--- src/rtl/branch_predictor_gshare_if.sv ---
// Fetch-lookup / execute-resolve bundle for the gshare branch predictor.
// The pipeline side is the master; the predictor is the slave.
interface branch_predictor_gshare_if #(
  parameter int DATA_WIDTH = 32,
  parameter int GHR_BITS   = 8
);
  logic [DATA_WIDTH-1:0] PCF_i;
  logic                  PredictTakenF_o;
  logic [DATA_WIDTH-1:0] PredTargetF_o;
  logic [GHR_BITS-1:0]   GhrF_o;
  logic                  UpdateE_i;
  logic                  IsJumpE_i;
  logic [DATA_WIDTH-1:0] PCE_i;
  logic                  BranchTakenE_i;
  logic [DATA_WIDTH-1:0] PCTargetE_i;
  logic                  PredictTakenE_i;
  logic [DATA_WIDTH-1:0] PredTargetE_i;
  logic [GHR_BITS-1:0]   GhrE_i;
  logic                  MispredictE_o;
  logic [31:0]           LookupCnt_o;
  logic [31:0]           MispredCnt_o;

  modport master (
    output PCF_i, UpdateE_i, IsJumpE_i, PCE_i,
    output BranchTakenE_i, PCTargetE_i,
    output PredictTakenE_i, PredTargetE_i, GhrE_i,
    input  PredictTakenF_o, PredTargetF_o, GhrF_o,
    input  MispredictE_o, LookupCnt_o, MispredCnt_o
  );

  modport slave (
    input  PCF_i, UpdateE_i, IsJumpE_i, PCE_i,
    input  BranchTakenE_i, PCTargetE_i,
    input  PredictTakenE_i, PredTargetE_i, GhrE_i,
    output PredictTakenF_o, PredTargetF_o, GhrF_o,
    output MispredictE_o, LookupCnt_o, MispredCnt_o
  );
endinterface

--- src/rtl/branch_predictor_gshare.sv ---
// Tagged BTB plus gshare/bimodal PHT direction predictor.
// Combinational fetch lookup, registered non-speculative update from E.
module branch_predictor_gshare #(
  parameter int DATA_WIDTH  = 32,
  parameter int BTB_ENTRIES = 64,
  parameter int PHT_ENTRIES = 256,
  parameter int TAG_BITS    = 8,
  parameter int CTR_BITS    = 2,
  parameter int GHR_BITS    = 8,
  parameter int GSHARE      = 1
) (
  input logic clk,
  input logic rst,
  branch_predictor_gshare_if.slave bp
);
  localparam int BI = $clog2(BTB_ENTRIES);
  localparam int PI = $clog2(PHT_ENTRIES);
  localparam int TL = BI + 2;
  localparam int TH = BI + 2 + TAG_BITS - 1;

  typedef logic [DATA_WIDTH-1:0] addr_t;
  typedef logic [CTR_BITS-1:0] ctr_t;

  localparam ctr_t CtrMax  = {CTR_BITS{1'b1}};
  localparam ctr_t CtrInit = {1'b0, {(CTR_BITS-1){1'b1}}};

  logic                btbValid  [BTB_ENTRIES];
  logic [TAG_BITS-1:0] btbTag    [BTB_ENTRIES];
  addr_t               btbTarget [BTB_ENTRIES];
  logic                btbJump   [BTB_ENTRIES];
  ctr_t                pht       [PHT_ENTRIES];
  logic [GHR_BITS-1:0] ghr;
  logic [31:0]         lookupCnt;
  logic [31:0]         mispredCnt;

  function automatic logic [PI-1:0] phtIdx(
    input addr_t pc,
    input logic [GHR_BITS-1:0] h
  );
    if (GSHARE != 0) return pc[PI+1:2] ^ PI'(h);
    else return pc[PI+1:2];
  endfunction

  logic [BI-1:0]       bidxF, bidxE;
  logic [PI-1:0]       pidxF, pidxE;
  logic [TAG_BITS-1:0] tagF, tagE;
  logic                hitF, predTakenF, mispredE;
  addr_t               pcPlus4;

  assign bidxF   = bp.PCF_i[BI+1:2];
  assign tagF    = bp.PCF_i[TH:TL];
  assign pidxF   = phtIdx(bp.PCF_i, ghr);
  assign bidxE   = bp.PCE_i[BI+1:2];
  assign tagE    = bp.PCE_i[TH:TL];
  assign pidxE   = phtIdx(bp.PCE_i, bp.GhrE_i);
  assign pcPlus4 = bp.PCF_i + DATA_WIDTH'(4);

  assign hitF = btbValid[bidxF] && (btbTag[bidxF] == tagF);
  assign predTakenF = rst && hitF &&
    (btbJump[bidxF] || pht[pidxF][CTR_BITS-1]);

  assign mispredE = rst && bp.UpdateE_i &&
    ((bp.PredictTakenE_i != bp.BranchTakenE_i) ||
     (bp.BranchTakenE_i &&
      (bp.PredTargetE_i != bp.PCTargetE_i)));

  assign bp.PredictTakenF_o = predTakenF;
  assign bp.PredTargetF_o   = predTakenF ? btbTarget[bidxF] : pcPlus4;
  assign bp.GhrF_o          = ghr;
  assign bp.MispredictE_o   = mispredE;
  assign bp.LookupCnt_o     = lookupCnt;
  assign bp.MispredCnt_o    = mispredCnt;

  // Tag/target/jump storage is only meaningful once valid is set
  always_ff @(posedge clk or negedge rst) begin
    if (!rst) begin
      for (int i = 0; i < BTB_ENTRIES; i++) btbValid[i] <= 1'b0;
      for (int i = 0; i < PHT_ENTRIES; i++) pht[i] <= CtrInit;
      ghr        <= '0;
      lookupCnt  <= '0;
      mispredCnt <= '0;
    end else if (bp.UpdateE_i) begin
      if (bp.BranchTakenE_i) begin
        btbValid[bidxE]  <= 1'b1;
        btbTag[bidxE]    <= tagE;
        btbTarget[bidxE] <= bp.PCTargetE_i;
        btbJump[bidxE]   <= bp.IsJumpE_i;
      end
      if (!bp.IsJumpE_i) begin
        if (bp.BranchTakenE_i && pht[pidxE] != CtrMax)
          pht[pidxE] <= pht[pidxE] + 1'b1;
        else if (!bp.BranchTakenE_i && pht[pidxE] != '0)
          pht[pidxE] <= pht[pidxE] - 1'b1;
        ghr <= GHR_BITS'({ghr, bp.BranchTakenE_i});
      end
      if (lookupCnt != '1)
        lookupCnt <= lookupCnt + 32'd1;
      if (mispredE && mispredCnt != '1)
        mispredCnt <= mispredCnt + 32'd1;
    end
  end
endmodule

--- src/flat_wrapper.sv ---
// flat-port wrapper written by rule: the top's interface ports become plain ports
module branch_predictor_gshare_flat 
#(
  parameter int DATA_WIDTH  = 32,
  parameter int BTB_ENTRIES = 64,
  parameter int PHT_ENTRIES = 256,
  parameter int TAG_BITS    = 8,
  parameter int CTR_BITS    = 2,
  parameter int GHR_BITS    = 8,
  parameter int GSHARE      = 1
)
  (clk, rst, bp_PCF_i, bp_UpdateE_i, bp_IsJumpE_i, bp_PCE_i, bp_BranchTakenE_i, bp_PCTargetE_i, bp_PredictTakenE_i, bp_PredTargetE_i, bp_GhrE_i, bp_PredictTakenF_o, bp_PredTargetF_o, bp_GhrF_o, bp_MispredictE_o, bp_LookupCnt_o, bp_MispredCnt_o);
  branch_predictor_gshare_if #(.DATA_WIDTH(DATA_WIDTH), .GHR_BITS(GHR_BITS)) bp_i ();
  input logic clk;
  input logic rst;
  input wire logic [$bits(bp_i.PCF_i)-1:0] bp_PCF_i;
  input wire logic [$bits(bp_i.UpdateE_i)-1:0] bp_UpdateE_i;
  input wire logic [$bits(bp_i.IsJumpE_i)-1:0] bp_IsJumpE_i;
  input wire logic [$bits(bp_i.PCE_i)-1:0] bp_PCE_i;
  input wire logic [$bits(bp_i.BranchTakenE_i)-1:0] bp_BranchTakenE_i;
  input wire logic [$bits(bp_i.PCTargetE_i)-1:0] bp_PCTargetE_i;
  input wire logic [$bits(bp_i.PredictTakenE_i)-1:0] bp_PredictTakenE_i;
  input wire logic [$bits(bp_i.PredTargetE_i)-1:0] bp_PredTargetE_i;
  input wire logic [$bits(bp_i.GhrE_i)-1:0] bp_GhrE_i;
  output wire logic [$bits(bp_i.PredictTakenF_o)-1:0] bp_PredictTakenF_o;
  output wire logic [$bits(bp_i.PredTargetF_o)-1:0] bp_PredTargetF_o;
  output wire logic [$bits(bp_i.GhrF_o)-1:0] bp_GhrF_o;
  output wire logic [$bits(bp_i.MispredictE_o)-1:0] bp_MispredictE_o;
  output wire logic [$bits(bp_i.LookupCnt_o)-1:0] bp_LookupCnt_o;
  output wire logic [$bits(bp_i.MispredCnt_o)-1:0] bp_MispredCnt_o;
  assign bp_i.PCF_i = bp_PCF_i;
  assign bp_i.UpdateE_i = bp_UpdateE_i;
  assign bp_i.IsJumpE_i = bp_IsJumpE_i;
  assign bp_i.PCE_i = bp_PCE_i;
  assign bp_i.BranchTakenE_i = bp_BranchTakenE_i;
  assign bp_i.PCTargetE_i = bp_PCTargetE_i;
  assign bp_i.PredictTakenE_i = bp_PredictTakenE_i;
  assign bp_i.PredTargetE_i = bp_PredTargetE_i;
  assign bp_i.GhrE_i = bp_GhrE_i;
  assign bp_PredictTakenF_o = bp_i.PredictTakenF_o;
  assign bp_PredTargetF_o = bp_i.PredTargetF_o;
  assign bp_GhrF_o = bp_i.GhrF_o;
  assign bp_MispredictE_o = bp_i.MispredictE_o;
  assign bp_LookupCnt_o = bp_i.LookupCnt_o;
  assign bp_MispredCnt_o = bp_i.MispredCnt_o;
  branch_predictor_gshare #(.DATA_WIDTH(DATA_WIDTH), .BTB_ENTRIES(BTB_ENTRIES), .PHT_ENTRIES(PHT_ENTRIES), .TAG_BITS(TAG_BITS), .CTR_BITS(CTR_BITS), .GHR_BITS(GHR_BITS), .GSHARE(GSHARE)) u_core (.clk(clk), .rst(rst), .bp(bp_i));
endmodule
--- config.mk ---
export PLATFORM = sky130hd
export DESIGN_NAME = branch_predictor_gshare_flat
export DESIGN_NICKNAME = d
export VERILOG_FILES = /design/src/rtl/branch_predictor_gshare_if.sv /design/src/rtl/branch_predictor_gshare.sv /design/src/flat_wrapper.sv
export SDC_FILE = /design/constraint.sdc
export NUM_CORES = 2
export LEC_CHECK = 0
export CAP_MARGIN = 20
export CORE_MARGIN = 2
export CORE_UTILIZATION = 55
export DETAILED_ROUTE_END_ITERATION = 10
export GPL_ROUTABILITY_DRIVEN = 0
export GPL_TIMING_DRIVEN = 0
export PLACE_DENSITY = 0.76
export SKIP_CTS_REPAIR_TIMING = 1
export SLEW_MARGIN = 15
export SYNTH_ARGS = -nofsm -noshare
export SYNTH_HDL_FRONTEND = slang
export SYNTH_SLANG_ARGS = --single-unit
--- constraint.sdc ---
create_clock -name clk -period 9.3 [get_ports clk]
set_input_delay 2.79 -clock clk [delete_from_list [all_inputs] [get_ports clk]]
set_output_delay 2.79 -clock clk [all_outputs]
set_load 0.01 [all_outputs]
-- Word level (Yosys, flattened, before mapping)
Memories as Yosys holds them, arrays and structs flattened.
Cells that the tools add are included.
- flip-flop bits (word level): 648
- RAM bits: 2624
- output and inout bits: 106
- logic and storage cells: 394
- memories: 3
- add/subtract/negate cells: 5
- order comparisons: 6
- equality and inequality tests: 6
- muxes and demuxes: 21
- bitwise logic cells: 8
- reductions and logical operators: 22
- memories (memory ; depth ; width ; read ports ; clocked after Yosys merged registers in ; write ports ; line ; text):
    u_core.btbTarget ; 64 ; 32 ; 1 ; 0 ; 1 ; branch_predictor_gshare.sv:29 ; addr_t btbTarget [BTB_ENTRIES];
    u_core.btbTag ; 64 ; 8 ; 1 ; 0 ; 1 ; branch_predictor_gshare.sv:28 ; logic [TAG_BITS-1:0] btbTag [BTB_ENTRIES];
    u_core.btbJump ; 64 ; 1 ; 1 ; 0 ; 1 ; branch_predictor_gshare.sv:30 ; logic btbJump [BTB_ENTRIES];
- operators with widths (cell ; count):
    $bwmux W512 ; 2
    $mux W512 ; 2
    $add A32 B1 Y32 const B ; 2
    $ne A32 B32 Y1 const B ; 2
    $or A64 B64 Y64 ; 1
    $add A32 B3 Y32 const B ; 1
    $bmux W2 S8 ; 2
    $mux W32 ; 1
    $ne A32 B32 Y1 ; 1
    $ge A9 B9 Y1 const B ; 2
    $not A8 Y9 ; 2
    $demux W2 S8 ; 1
    $xor A8 B8 Y8 ; 2
    $ge A7 B7 Y1 const B ; 2
    $not A6 Y7 ; 2
    $logic_and A1 B1 Y1 ; 12
    $mux W2 ; 5
    $lt A9 B1 Y1 const B ; 1
    $eq A8 B8 Y1 ; 1
    $reduce_and A2 Y1 ; 4
    $lt A7 B1 Y1 const B ; 1
    $bmux W1 S6 ; 1
    $demux W1 S6 ; 1
    $mux W1 ; 6
    other kinds (9) ; 11

-- Depth between registers and ports, before layout
- depth after elaboration: 9
- gate-level depth with buffers: 24
- gate-level depth less buffers: 18

-- Worst setup path before layout
OpenSTA, ideal clock, no wires.
- path type: input to output
- from: in bp_PCF_i[2]
- to: out bp_PredTargetF_o[31]
- data arrival time: 6.157 ns
- data required time: 6.510 ns
- setup slack: 0.353 ns
- stages on the path: 11
- path buffers: 7
- cell sequence: buf_6 buf_6 buf_6 buf_4 buf_6 clkbuf_1 clkbuf_1 mux4_2 mux4_2 mux4_2 mux2_2
- longest elaborated chain between the ends: 8
- elaborated cells between the ends (all ways): 19
- those cells by class: 1 x add/sub; 1 x eq/ne; 7 x mux; 3 x bitwise; 4 x reduce/logical; 3 x memory
- ends and longest elaborated chain (item ; line ; text):
    start, declared ; flat_wrapper.sv:16 ; input wire logic [$bits(bp_i.PCF_i)-1:0] bp_PCF_i;
    $xor A8 B8 Y8 / $not A6 Y7 (equally long branches) ; branch_predictor_gshare.sv:40, branch_predictor_gshare.sv:58 ;
    $not A8 Y9 (implied by the code) / $bmux W1 S6 (equally long branches) ; branch_predictor_gshare.sv:60, branch_predictor_gshare.sv:58 ;
    $bmux W2 S8 / $mux W1 (equally long branches) ; branch_predictor_gshare.sv:60, branch_predictor_gshare.sv:58 ;
    $mux W2 (implied by the code) / $mux W1 (equally long branches) ; branch_predictor_gshare.sv:60, branch_predictor_gshare.sv:58 ;
    $mux W2 (implied by the code) / $logic_and A1 B1 Y1 (equally long branches) ; branch_predictor_gshare.sv:60, branch_predictor_gshare.sv:58 ;
    $logic_or A1 B1 Y1 / $logic_and A1 B1 Y1 (equally long branches) ; branch_predictor_gshare.sv:60, branch_predictor_gshare.sv:59 ;
    $logic_and A1 B1 Y1 ; branch_predictor_gshare.sv:59 ; assign predTakenF = rst && hitF &&
    $mux W32 (*) ; branch_predictor_gshare.sv:68 ; assign bp.PredTargetF_o = predTakenF ? btbTarget[bidxF] : pcPlus4;
    end, declared ; flat_wrapper.sv:26 ; output wire logic [$bits(bp_i.PredTargetF_o)-1:0] bp_PredTargetF_o;
Every way passes the cells marked *; elsewhere a longest branch is shown, timed or not. The select of a mux whose other input is x is not followed.

-- Worst setup path in the final report
- from: in bp_PCF_i[2]
- to: out bp_PredTargetF_o[6]
Same word-level chain as after synthesis.

==> flow_metrics.py <==
metrics = {
    "outcome": {
        "outcome": "finished, violations left",
        "violations": "negative setup slack",
    },
    "worst_setup_path": {
        "cp-start-kind": "input pin",
        "cp.depth": 16,
        "crit_family": "simple AND/OR/NAND/NOR gates",
        "crit_start": "bp_PCF_i[2]",
        "cp_max_fo": 8,
        "regToRegSetupSlack_ps": 3610,
        "slowest_stage": "or4b_4",
        "r2r_cells": 16,
        "endpoint": "bp_PredTargetF_o[6]",
        "cp.arrival_ps": 6950,
        "timing.critical_path.buf_inv": 7,
        "crit_chain": "buf_12, buf_12, buf_16, buf_4, nor2_2, a22oi_1, a21oi_2, nor4_4, nand3b_1, or4b_1, a2111oi_2, or4b_4, buf_12, clkbuf_16, mux2_4, buf_6",
        "cpPeakStageDelay_ps": 580,
        "crit_required_ps": 6510,
        "crit_path_end_kind": "output pin",
        "path_class": "in -> out",
        "crit_path_frequent_cell": "buf_12",
    },
    "timing": {
        "finalMaxSlewViolations": 0,
        "tightest_slew_ps": 1180,
        "clock-skew-final_ps": 93.9,
        "grt_setup_unrepaired": "yes",
        "setup_viol": 33,
        "finalCritPeriodShare": 1.05,
        "fin_crit_ps": 9740,
        "fmax_mhz": 103,
        "setup_ws_ps": -440,
        "finalHoldViolCount": 0,
        "relSlewSlack": 0.211,
    },
    "logic_synthesis": {
        "ys_seq_elements": 3272,
        "synthesis.nets": 6727,
        "yosysWarningCount": 0,
        "async_flop_share": 0.198,
        "avgSynthCellArea_um2": 20.4,
        "ys_types": 78,
        "netlist_area_um2": 134000,
        "synthFlopType": "edfxtp_1",
        "seq_area_frac_synth": 0.710,
        "synth_edf_count": 2624,
        "synth_cells": 6580,
    },
    "floorplanning": {
        "num_rows": 181,
        "io_pins": 248,
        "core-area_um2": 243000,
        "fp.dieH_um": 498,
        "dieArea_um2": 248000,
        "start_util": 0.553,
        "die_w_um": 498,
    },
    "cells_and_area": {
        "final_core_util": 0.651,
        "final_common_cell": "edfxtp_1",
        "final_cell_mix": "edfxtp_1 (2624), mux4_2 (1013), mux2_2 (479)",
        "fin_cells": 10900,
        "drive_gt1_frac": 0.395,
        "areaGrowthSynthToFinish_pct": 17.8,
        "final_nets": 7564,
    },
    "global_route": {
        "grt_pass1_wl_mm": 584,
        "gr-usage-all-layers": 0.338,
        "overflow": 0,
        "grt_pass1_vias": 77100,
        "antenna_found_initial": 16,
        "grt_max_degree": 111,
    },
    "route": {
        "avgRoutedWirePerCell_um": 39.7,
        "drtPass1Iterations": 10,
        "wl_mm": 431,
        "via_count": 77900,
        "viasPerCell": 7.17,
        "drt_iter0_drc": 14100,
        "drc_errors": 0,
        "ant_nets": 0,
    },
    "place": {
        "portBuffers": 223,
        "place_inst": 10200,
        "hpwl_mm": 272,
    },
    "clock_tree": {
        "cts_buffer_depth": 4,
        "cts-root-buf": "clkbuf_16",
        "clock_latency_ps": 980,
        "numCtsBuffers": 343,
        "htreeDepth": 5,
        "clk_pin_slew_worst_paths_ps": 60,
        "clock_sinks": 3272,
        "cts_tree": "done",
    },
    "worst_hold_path": {
        "holdCritPathClass": "reg -> reg",
    },
    "power_and_ir_drop": {
        "p_leak_nw": 54.2,
        "power.density_nw_per_um2": 206,
        "ir_drop_mv": 0.230,
    },
    "job": {
        "maxCapViolations": 0,
    },
}
-- cell families (layout without fill, tap and decap cells) --
| family | after synthesis | in the layout | share of synthesized area |
|---|---|---|---|
| other | 0 | 7 | 0 |
| buffers and inverters | 393 | 1476 | 0.0146 |
| AND/OR/NAND/NOR | 849 | 849 | 0.0279 |
| multiplexers | 1638 | 1638 | 0.223 |
| flip-flops | 3272 | 3272 | 0.710 |
| AO/OA/AOI/OAI | 264 | 264 | 0.0139 |
| adder cells (fa/ha/maj) | 5 | 5 | 0.000466 |
| XOR/XNOR | 159 | 159 | 0.0105 |
-- synthesized netlist by cell type, types with 29 or more instances --
cell | n | area (µm²)
nand3_1 | 60 | 300
buf_2 | 89 | 445
mux2_2 | 479 | 5390
nand2_1 | 161 | 604
dfrtp_1 | 392 | 9810
nor2_1 | 451 | 1690
mux4_2 | 1012 | 22800
xor2_1 | 67 | 587
a22oi_1 | 43 | 323
nor3_1 | 29 | 145
nand4_1 | 40 | 250
buf_4 | 29 | 218
xnor2_1 | 89 | 780
mux2i_1 | 112 | 1120
buf_1 | 33 | 124
a21o_1 | 58 | 435
a31oi_1 | 58 | 363
clkbuf_1 | 193 | 724
edfxtp_1 | 2624 | 78800
dfstp_2 | 256 | 6730
-- where the power goes --
part	switching (W)	internal (W)
Combinational	0.00189	0.00123
Sequential	0.000177	0.0161
Clock	0.00575	0.00753
-- worst min-delay path by stage --
stage | startpoint | endpoint | slack, ps | cells after the start
6_report | u_core.btbValid[21] | u_core.btbValid[21] | 450 | 1
2_1_floorplan | u_core.btbValid[13] | u_core.btbValid[13] | 420 | 1
4_1_cts | u_core.btbValid[21] | u_core.btbValid[21] | 450 | 1
3_5_place_dp | u_core.btbValid[21] | u_core.btbValid[21] | 440 | 1
3_3_place_gp | u_core.btbValid[61] | u_core.btbValid[61] | 430 | 1
5_1_grt | u_core.btbValid[21] | u_core.btbValid[21] | 460 | 1
-- sequential cells by signal, summed over array words and instances, names as in the netlist, named ones only --
| register | flops |
|---|---|
| u_core.btbTarget | 2048 |
| u_core.bp.MispredCnt_o | 32 |
| u_core.bp.LookupCnt_o | 32 |
| u_core.btbTag | 512 |
| u_core.bp.GhrF_o | 8 |
| u_core.btbJump | 64 |
| u_core.pht | 256 |
| u_core.btbValid | 64 |
-- final cells by class --
type                    count  area, µm²
flip-flops and latches   3272      95300
diodes                      7       17.5
well taps                3202       4010
fillers                 15000      84900
repair buffers            495       6820
multi-input cells        2915      38200
clock inverters           169       1440
clock buffers             422       9100
plain buffers             372       3190
inverters                  18       78.8
-- per-stage QoR --
| stage | hold slack, ps | total power [W] | setup TNS, ps | worst slack [ps] | instance area [µm²] |
|---|---|---|---|---|---|
| floorplan | 423 | 0.0180 | 0 | 353 | 134000 |
| global placement | 432 | 0.0192 | - | -22070 | 141000 |
| detailed placement | 439 | 0.0193 | -777450 | -2730 | 145000 |
| CTS | 453 | 0.0323 | -288170 | -2750 | 156000 |
| global route | 457 | 0.0332 | -11270 | -394 | 158000 |
| finish | 452 | 0.0326 | -12170 | -440 | 158000 |
-- per-layer routing --
metal  GRT usage  share of wire  up-vias
met5           0        0.00038        -
met3       0.106           0.15     1500
li1            -              -    28600
met1       0.447           0.33    40200
met4       0.184          0.069       12
met2       0.504           0.45     7594
Note: power is estimated with default switching activity, not from simulation.
